[config.mk]
export PLATFORM = sky130hd
export DESIGN_NAME = ysyx_23060124_axi_arbiter
export DESIGN_NICKNAME = d
export VERILOG_FILES = /design/src/rtl/ysyx_23060124_axi_arbiter.sv
export SDC_FILE = /design/constraint.sdc
export NUM_CORES = 1
export LEC_CHECK = 0
export CAP_MARGIN = 20
export CORE_AREA = 2 2 183 185
export DETAILED_ROUTE_END_ITERATION = 7
export DIE_AREA = 0 0 185 187
export HOLD_SLACK_MARGIN = 0.08
export PLACE_DENSITY = 0.4
export SYNTH_ARGS = -nofsm -noshare
export SYNTH_HDL_FRONTEND = slang
export SYNTH_SLANG_ARGS = --single-unit
export TNS_END_PERCENT = 30
[constraint.sdc]
create_clock -name clock -period 4.3 [get_ports clock]
set_input_delay 0.86 -clock clock [delete_from_list [all_inputs] [get_ports clock]]
set_output_delay 0.86 -clock clock [all_outputs]
set_load 0.02 [all_outputs]
[src/rtl/ysyx_23060124_axi_arbiter.sv]
// Two-master AXI4 read arbiter (IFU = master 0, LSU = master 1) with LSU write pass-through.
// Define YSYX_23060124_ARB_RR_EN for round-robin on simultaneous requests; default is fixed LSU priority.
//
// state   | meaning
// IDLE    | no owner; read-path valid/ready outputs all low
// GNT_IFU | IFU owns AR and R until its RLAST handshake
// GNT_LSU | LSU owns AR and R until its RLAST handshake
module ysyx_23060124_axi_arbiter #(
  parameter int ADDR_W = 32,
  parameter int DATA_W = 32,
  parameter int ID_W   = 4
) (
  input  logic                clock,
  input  logic                i_rst,

  input  logic [ADDR_W-1:0]   ifu_araddr,
  input  logic                ifu_arvalid,
  output logic                ifu_arready,
  input  logic [ID_W-1:0]     ifu_arid,
  input  logic [7:0]          ifu_arlen,
  input  logic [2:0]          ifu_arsize,
  input  logic [1:0]          ifu_arburst,
  output logic [DATA_W-1:0]   ifu_rdata,
  output logic [1:0]          ifu_rresp,
  output logic                ifu_rvalid,
  input  logic                ifu_rready,
  output logic [ID_W-1:0]     ifu_rid,
  output logic                ifu_rlast,

  input  logic [ADDR_W-1:0]   lsu_araddr,
  input  logic                lsu_arvalid,
  output logic                lsu_arready,
  input  logic [ID_W-1:0]     lsu_arid,
  input  logic [7:0]          lsu_arlen,
  input  logic [2:0]          lsu_arsize,
  input  logic [1:0]          lsu_arburst,
  output logic [DATA_W-1:0]   lsu_rdata,
  output logic [1:0]          lsu_rresp,
  output logic                lsu_rvalid,
  input  logic                lsu_rready,
  output logic [ID_W-1:0]     lsu_rid,
  output logic                lsu_rlast,

  input  logic [ADDR_W-1:0]   lsu_awaddr,
  input  logic                lsu_awvalid,
  output logic                lsu_awready,
  input  logic [7:0]          lsu_awlen,
  input  logic [2:0]          lsu_awsize,
  input  logic [1:0]          lsu_awburst,
  input  logic [DATA_W-1:0]   lsu_wdata,
  input  logic [DATA_W/8-1:0] lsu_wstrb,
  input  logic                lsu_wvalid,
  output logic                lsu_wready,
  input  logic                lsu_wlast,
  output logic [1:0]          lsu_bresp,
  output logic                lsu_bvalid,
  input  logic                lsu_bready,
  output logic [ID_W-1:0]     lsu_bid,

  output logic [ADDR_W-1:0]   s_araddr,
  output logic                s_arvalid,
  input  logic                s_arready,
  output logic [ID_W-1:0]     s_arid,
  output logic [7:0]          s_arlen,
  output logic [2:0]          s_arsize,
  output logic [1:0]          s_arburst,
  input  logic [DATA_W-1:0]   s_rdata,
  input  logic [1:0]          s_rresp,
  input  logic                s_rvalid,
  output logic                s_rready,
  input  logic [ID_W-1:0]     s_rid,
  input  logic                s_rlast,

  output logic [ADDR_W-1:0]   s_awaddr,
  output logic                s_awvalid,
  input  logic                s_awready,
  output logic [7:0]          s_awlen,
  output logic [2:0]          s_awsize,
  output logic [1:0]          s_awburst,
  output logic [DATA_W-1:0]   s_wdata,
  output logic [DATA_W/8-1:0] s_wstrb,
  output logic                s_wvalid,
  input  logic                s_wready,
  output logic                s_wlast,
  input  logic [1:0]          s_bresp,
  input  logic                s_bvalid,
  output logic                s_bready,
  input  logic [ID_W-1:0]     s_bid
);

  typedef enum logic [1:0] {
    IDLE    = 2'd0,
    GNT_IFU = 2'd1,
    GNT_LSU = 2'd2
  } state_t;

  localparam logic [ID_W-1:0] ID_IFU = '0;
  localparam logic [ID_W-1:0] ID_LSU = ID_W'(1);

  state_t            state;
  state_t            state_nxt;
  logic              ar_done;
  logic [ID_W-1:0]   rid_q;
  logic              ar_hs;
  logic              r_last_hs;
  logic              both_to_lsu;
  logic              rid_unused;

  // Routing relies on the grant register alone; the slave's RID carries no meaning here.
  assign rid_unused = ^s_rid;

  assign ar_hs     = s_arvalid & s_arready;
  assign r_last_hs = s_rvalid & s_rready & s_rlast;

`ifdef YSYX_23060124_ARB_RR_EN
  logic last_lsu;

  always_ff @(posedge clock) begin
    if (i_rst) begin
      last_lsu <= 1'b0;
    end else if (state == IDLE && state_nxt != IDLE) begin
      last_lsu <= (state_nxt == GNT_LSU);
    end
  end

  assign both_to_lsu = ~last_lsu;
`else
  assign both_to_lsu = 1'b1;
`endif

  always_ff @(posedge clock) begin
    if (i_rst) begin
      state   <= IDLE;
      ar_done <= 1'b0;
      rid_q   <= '0;
    end else begin
      state <= state_nxt;
      if (state_nxt == IDLE) begin
        ar_done <= 1'b0;
      end else if (ar_hs) begin
        ar_done <= 1'b1;
      end
      if (ar_hs) begin
        rid_q <= (state == GNT_LSU) ? lsu_arid : ifu_arid;
      end
    end
  end

  always_comb begin
    state_nxt = state;
    unique case (state)
      IDLE: begin
        if (ifu_arvalid && lsu_arvalid) begin
          state_nxt = both_to_lsu ? GNT_LSU : GNT_IFU;
        end else if (lsu_arvalid) begin
          state_nxt = GNT_LSU;
        end else if (ifu_arvalid) begin
          state_nxt = GNT_IFU;
        end
      end
      GNT_IFU, GNT_LSU: begin
        if (r_last_hs) begin
          state_nxt = IDLE;
        end
      end
      default: state_nxt = IDLE;
    endcase
  end

  // Once the single burst of a grant is accepted, AR is closed on both sides.
  always_comb begin
    s_araddr    = '0;
    s_arvalid   = 1'b0;
    s_arid      = '0;
    s_arlen     = '0;
    s_arsize    = '0;
    s_arburst   = '0;
    s_rready    = 1'b0;
    ifu_arready = 1'b0;
    ifu_rdata   = '0;
    ifu_rresp   = '0;
    ifu_rvalid  = 1'b0;
    ifu_rid     = '0;
    ifu_rlast   = 1'b0;
    lsu_arready = 1'b0;
    lsu_rdata   = '0;
    lsu_rresp   = '0;
    lsu_rvalid  = 1'b0;
    lsu_rid     = '0;
    lsu_rlast   = 1'b0;
    unique case (state)
      GNT_IFU: begin
        s_araddr    = ifu_araddr;
        s_arvalid   = ifu_arvalid & ~ar_done;
        s_arid      = ID_IFU;
        s_arlen     = ifu_arlen;
        s_arsize    = ifu_arsize;
        s_arburst   = ifu_arburst;
        ifu_arready = s_arready & ~ar_done;
        ifu_rdata   = s_rdata;
        ifu_rresp   = s_rresp;
        ifu_rvalid  = s_rvalid;
        ifu_rid     = rid_q;
        ifu_rlast   = s_rlast;
        s_rready    = ifu_rready;
      end
      GNT_LSU: begin
        s_araddr    = lsu_araddr;
        s_arvalid   = lsu_arvalid & ~ar_done;
        s_arid      = ID_LSU;
        s_arlen     = lsu_arlen;
        s_arsize    = lsu_arsize;
        s_arburst   = lsu_arburst;
        lsu_arready = s_arready & ~ar_done;
        lsu_rdata   = s_rdata;
        lsu_rresp   = s_rresp;
        lsu_rvalid  = s_rvalid;
        lsu_rid     = rid_q;
        lsu_rlast   = s_rlast;
        s_rready    = lsu_rready;
      end
      default: begin
      end
    endcase
  end

  assign s_awaddr    = lsu_awaddr;
  assign s_awvalid   = lsu_awvalid;
  assign s_awlen     = lsu_awlen;
  assign s_awsize    = lsu_awsize;
  assign s_awburst   = lsu_awburst;
  assign lsu_awready = s_awready;
  assign s_wdata     = lsu_wdata;
  assign s_wstrb     = lsu_wstrb;
  assign s_wvalid    = lsu_wvalid;
  assign s_wlast     = lsu_wlast;
  assign lsu_wready  = s_wready;
  assign lsu_bresp   = s_bresp;
  assign lsu_bvalid  = s_bvalid;
  assign lsu_bid     = s_bid;
  assign s_bready    = lsu_bready;

endmodule
# After elaboration in Yosys (flattened, before gate mapping)
# Cells that the tools add are included.
# classes
eq_ne	2
muxes	25
n_reduce_logical	5
bitwise_logic	7
# op_table
cell	n
32-bit 2-to-1 mux	2
32-bit one-hot mux with 2 select lines	1
8-bit one-hot mux with 2 select lines	1
2-bit 2-to-1 mux	6
4-bit 2-to-1 mux	3
2-bit one-hot mux with 2 select lines	2
1-bit 2-to-1 mux	7
1-bit bitwise AND	6
3-bit one-hot mux with 2 select lines	1
2-bit logical NOT	2
1-bit one-hot mux with 2 select lines	2
2-bit OR reduction	2
2-bit by 1-bit equality test with 1-bit output, second input constant	1
2-bit equality test, second input constant	1
1-bit logical AND	1
1-bit inverter	1
# word_totals
regBits	7
inputBits	239
output_inout_bits	227
wordCells	42

# Depth between registers and ports, before layout
# logic_depth
ltp_word	8
ltp_mapped	6
depth_no_buf	5

# Worst setup path after synthesis
# OpenSTA, ideal clock, no wires.
# synth_path
path_type	reg2out
start	reg state[0]
end	out s_araddr[0]
required_time_ns	3.440
stages_incl_launch_ff	7
arrival_ns	1.697
n_path_buf	2
setup_slack_ns	1.743
path_cell_list	dfxtp_1 inv_1 ha_1 buf_4 clkbuf_1 a22oi_1 nor2b_1
# synth_via
elab_chain_cells	2
word_cells_on_any_way	3
classes_between	eq/ne: 2; mux: 1
# synth_lines
element	line	source
start, declared	100	state_t state;
start signal, assigned	137	state <= state_nxt;
2-bit equality test / 2-bit by 1-bit equality test with 1-bit output (equally long branches)	191	unique case (state)
32-bit one-hot mux with 2 select lines *	191	
end, declared	60	output logic [ADDR_W-1:0] s_araddr,
# Every way passes the cells marked *; elsewhere a longest branch is shown, timed or not.

# Worst setup path after layout
# layout_path
start	reg state[0]
end	out s_arsize[1]
# layout_via
elab_chain_cells	2
word_cells_on_any_way	3
classes_between	eq/ne: 2; mux: 1
# layout_lines
element	line	source
2-bit equality test / 2-bit by 1-bit equality test with 1-bit output (equally long branches)	191	
3-bit one-hot mux with 2 select lines *	191	
end, declared	65	output logic [2:0] s_arsize,
# Marks and branches as above.

==> impl_metrics.yaml <==
global_route:
  grt_pass1_wl_um: 17400
  grt_max_degree: 54
  grt_pass1_vias: 2877
  grt_overflow_total: 0
  grt_usage_pct: 6.62
  antenna_found_initial: 2
synth:
  ys_seq_area_share_pct: 5.72
  synth_cell_types: 25
  synth_edf_count: 0
  synthTopCellsByArea: "buf_4 (30%), and2_1 (20%), a22oi_1 (14%)"
  async_flop_share_pct: 0
  yosys_warnings: 0
  synth_ff_type: "dfxtp_1"
  syn_area_per_cell_um2: 6.98
  postSynthCellCount: 351
  synth_top_area_share_pct: 30.0
  ys_seq_elements: 7
  synth_area_leader_cell: "buf_4"
  synth_area_um2: 2450
worst_setup_path:
  timing.reg2reg.setup_slack_ns: 2.09
  crit_required_ns: 3.44
  reg2reg_depth: 5
  reg2reg_to: "rid_q[0]$_SDFFE_PP0P_"
  end_kind: "primary output"
  slowest_stage: "clkdlybuf4s50_1"
  cp_cell_sequence: "inv_1 > ha_2 > buf_4 > nor2b_1 > clkdlybuf4s50_1"
  crit_fanout: 17
  crit_buf_inv: 3
  rr_startpoint: "state[0]$_SDFF_PP0_"
  arrival_ns: 2.62
  path_delay_family: "buffers and inverters"
  start_kind: "flip-flop"
  cp_slowest_stage_delay_ns: 0.65
  crit_type: "flip-flop to primary output"
clock_network:
  htreeDepth: 1
  post_cts_buffers: 0
  worstSkewPairLatency_ns: 0.23
  root_buffer: "clkbuf_16"
  ctsResizeCount: 0
  hold_buffers: 0
  clockBufferDepth: 2
  path_clk_slew_ns: 0.04
  clock-sinks: 7
  cts_made_buffers: 3
  cts_tree: "yes"
hold_path:
  min_from: "rid_q[1]$_SDFFE_PP0P_"
  whs_endpoint: "rid_q[1]$_SDFFE_PP0P_"
  hp-class: "flip-flop to flip-flop"
  hold_depth: 3
power_and_ir_drop:
  power_density_nw_per_um2: 176
  comb_power_share_pct: 73.4
  p_int_mw: 0.546
  swShare_pct: 39.1
  power_frac_seq_pct: 8.5
  p_leak_nw: 1.65
  power.net_switching_mw: 0.351
  clkPwrFrac_pct: 18.1
  ir_drop_uv: 114
route:
  drc: 0
  drt-initial-drc-count: 54
  viasPerCell: 3.03
  wl_per_cell_um: 13.4
  wirelength_um: 12900
  route.vias.total: 2912
  drtAntennaViolNets: 0
  dr.pass1.iters: 4
layout:
  utilization_pct: 15.5
  finalNetCount: 758
  diodes: 0
  drive_above_1_share_pct: 3.50
  seq_area_um2: 140
  area_delta_synth_final_pct: 108
  fillers: 3808
  multi_input_area_um2: 1500
outcome:
  status: "finished, final reports clean"
sta:
  setup_violations: 0
  finalHoldViolCount: 0
  final.min_clock_period_ns: 3.48
  clock_skew_ns: 0.00911
  rsz0062_at_grt: "no"
  tns_ns: 0
  tightest_slew_ns: 0.643
  fmax_mhz: 287
  min_period_over_period_pct: 81.0
  slew_headroom_pct: 57.1
  maxSlewViolCount: 0
placement:
  portBuffers: 270
  gp_congestion: 0.598
  hpwl_um: 10600
floorplan:
  die_w_um: 185
  dieArea_um2: 34600
  start_util_pct: 7.46
  die_y_um: 187
  io_pins: 466
  row_count: 67
  core-area_um2: 32900
run:
  drv_cap: 0
-- synthesized netlist by cell type, drive strengths merged (2+ instances only) --
cell	n
buf	101
and2	80
nor2b	51
a22oi	46
clkbuf	21
o21ai	8
dfxtp	7
nand2	7
mux2i	5
or4	5
ha	4
inv	3
and3b	2
nor2	2
o211ai	2
-- tightest hold or removal path, delay by kind of cell (launching register included) --
family,cells,cell delay [ns]
flip-flops,1,0.30
AND/OR/NAND/NOR,2,0.17
AO/OA/AOI/OAI,1,0.06
-- placed cells by master (no fill, tap or decap), drive strengths merged, types with 2 or more instances in the layout --
cell type      synthesis  routed
a22oi                 46      46
and2                  80      80
and3b                  2       2
buf                  101       9
clkbuf                21       4
clkdlybuf4s50          0     270
conb                   1       3
dfxtp                  7       7
ha                     4       4
inv                    3       3
mux2i                  5       5
nand2                  7       7
nor2                   2       2
nor2b                 51      51
o211ai                 2       2
o21ai                  8       8
or4                    5       5
-- cell families after synthesis --
family	Yosys count	share of synthesized area, %
AND/OR/NAND/NOR	150	37.9
buffers and inverters	125	34.3
AO/OA/AOI/OAI	58	17.4
flip-flops	7	5.72
multiplexers	6	2.50
adder cells (fa/ha/maj)	4	2.04
other	1	0.153
-- area by class of cell --
class | instances | area share [%]
clock buffer | 4 | 1.55
sequential | 7 | 2.75
inverter | 3 | 0.221
multi-input combinational | 221 | 29.5
timing repair buffer | 279 | 54.9
tap | 448 | 11.0
-- power groups by stage --
stage	registers, mW	clock network [mW]	logic, mW
floorplan	0.0742	0	0.425
global placement	0.0771	0	0.676
detailed placement	0.0772	0	0.668
CTS	0.0761	0.163	0.672
global route	0.0769	0.166	0.706
finish	0.0761	0.163	0.658
-- flip-flops by register name, summed over array words and instances (netlist names) --
register and flops:
rid_q 4, ar_done 1, state 2
-- metal layers --
layer,global-route usage [%],share of wire (%),vias to the layer above
met4,2.01,2.6,0
met3,2.82,14,40
met5,0,0,-
met1,6.15,33,1247
met2,12.8,50,239
li1,-,-,1386
-- through the flow --
stage | hold WS, ns | instances | instance area (um2) | worst slack, ns | power, mW
2_1_floorplan | 0.528 | 353 | 2460 | 1.74 | 0.500
3_3_place_gp | 0.597 | 958 | 5010 | 0.997 | 0.754
3_5_place_dp | 0.579 | 958 | 5010 | 1.00 | 0.746
4_1_cts | 0.587 | 962 | 5090 | 0.767 | 0.911
5_1_grt | 0.616 | 962 | 5090 | 0.697 | 0.949
6_report | 0.578 | 962 | 5090 | 0.818 | 0.897
-- worst max-delay path by stage --
stage | from | cells after the start | slack [ns] | endpoint
after CTS | state[0]$_SDFF_PP0_ | 5 | 0.77 | s_arsize[1]
after global placement | state[0]$_SDFF_PP0_ | 5 | 1.0 | s_arsize[1]
after floorplan | state[0]$_SDFF_PP0_ | 6 | 1.74 | s_araddr[0]
after global routing | state[0]$_SDFF_PP0_ | 6 | 0.70 | s_araddr[9]
final | state[0]$_SDFF_PP0_ | 5 | 0.82 | s_arsize[1]
after detailed placement | state[0]$_SDFF_PP0_ | 5 | 1.00 | s_arsize[1]
Power figures use the tool's default switching activity.
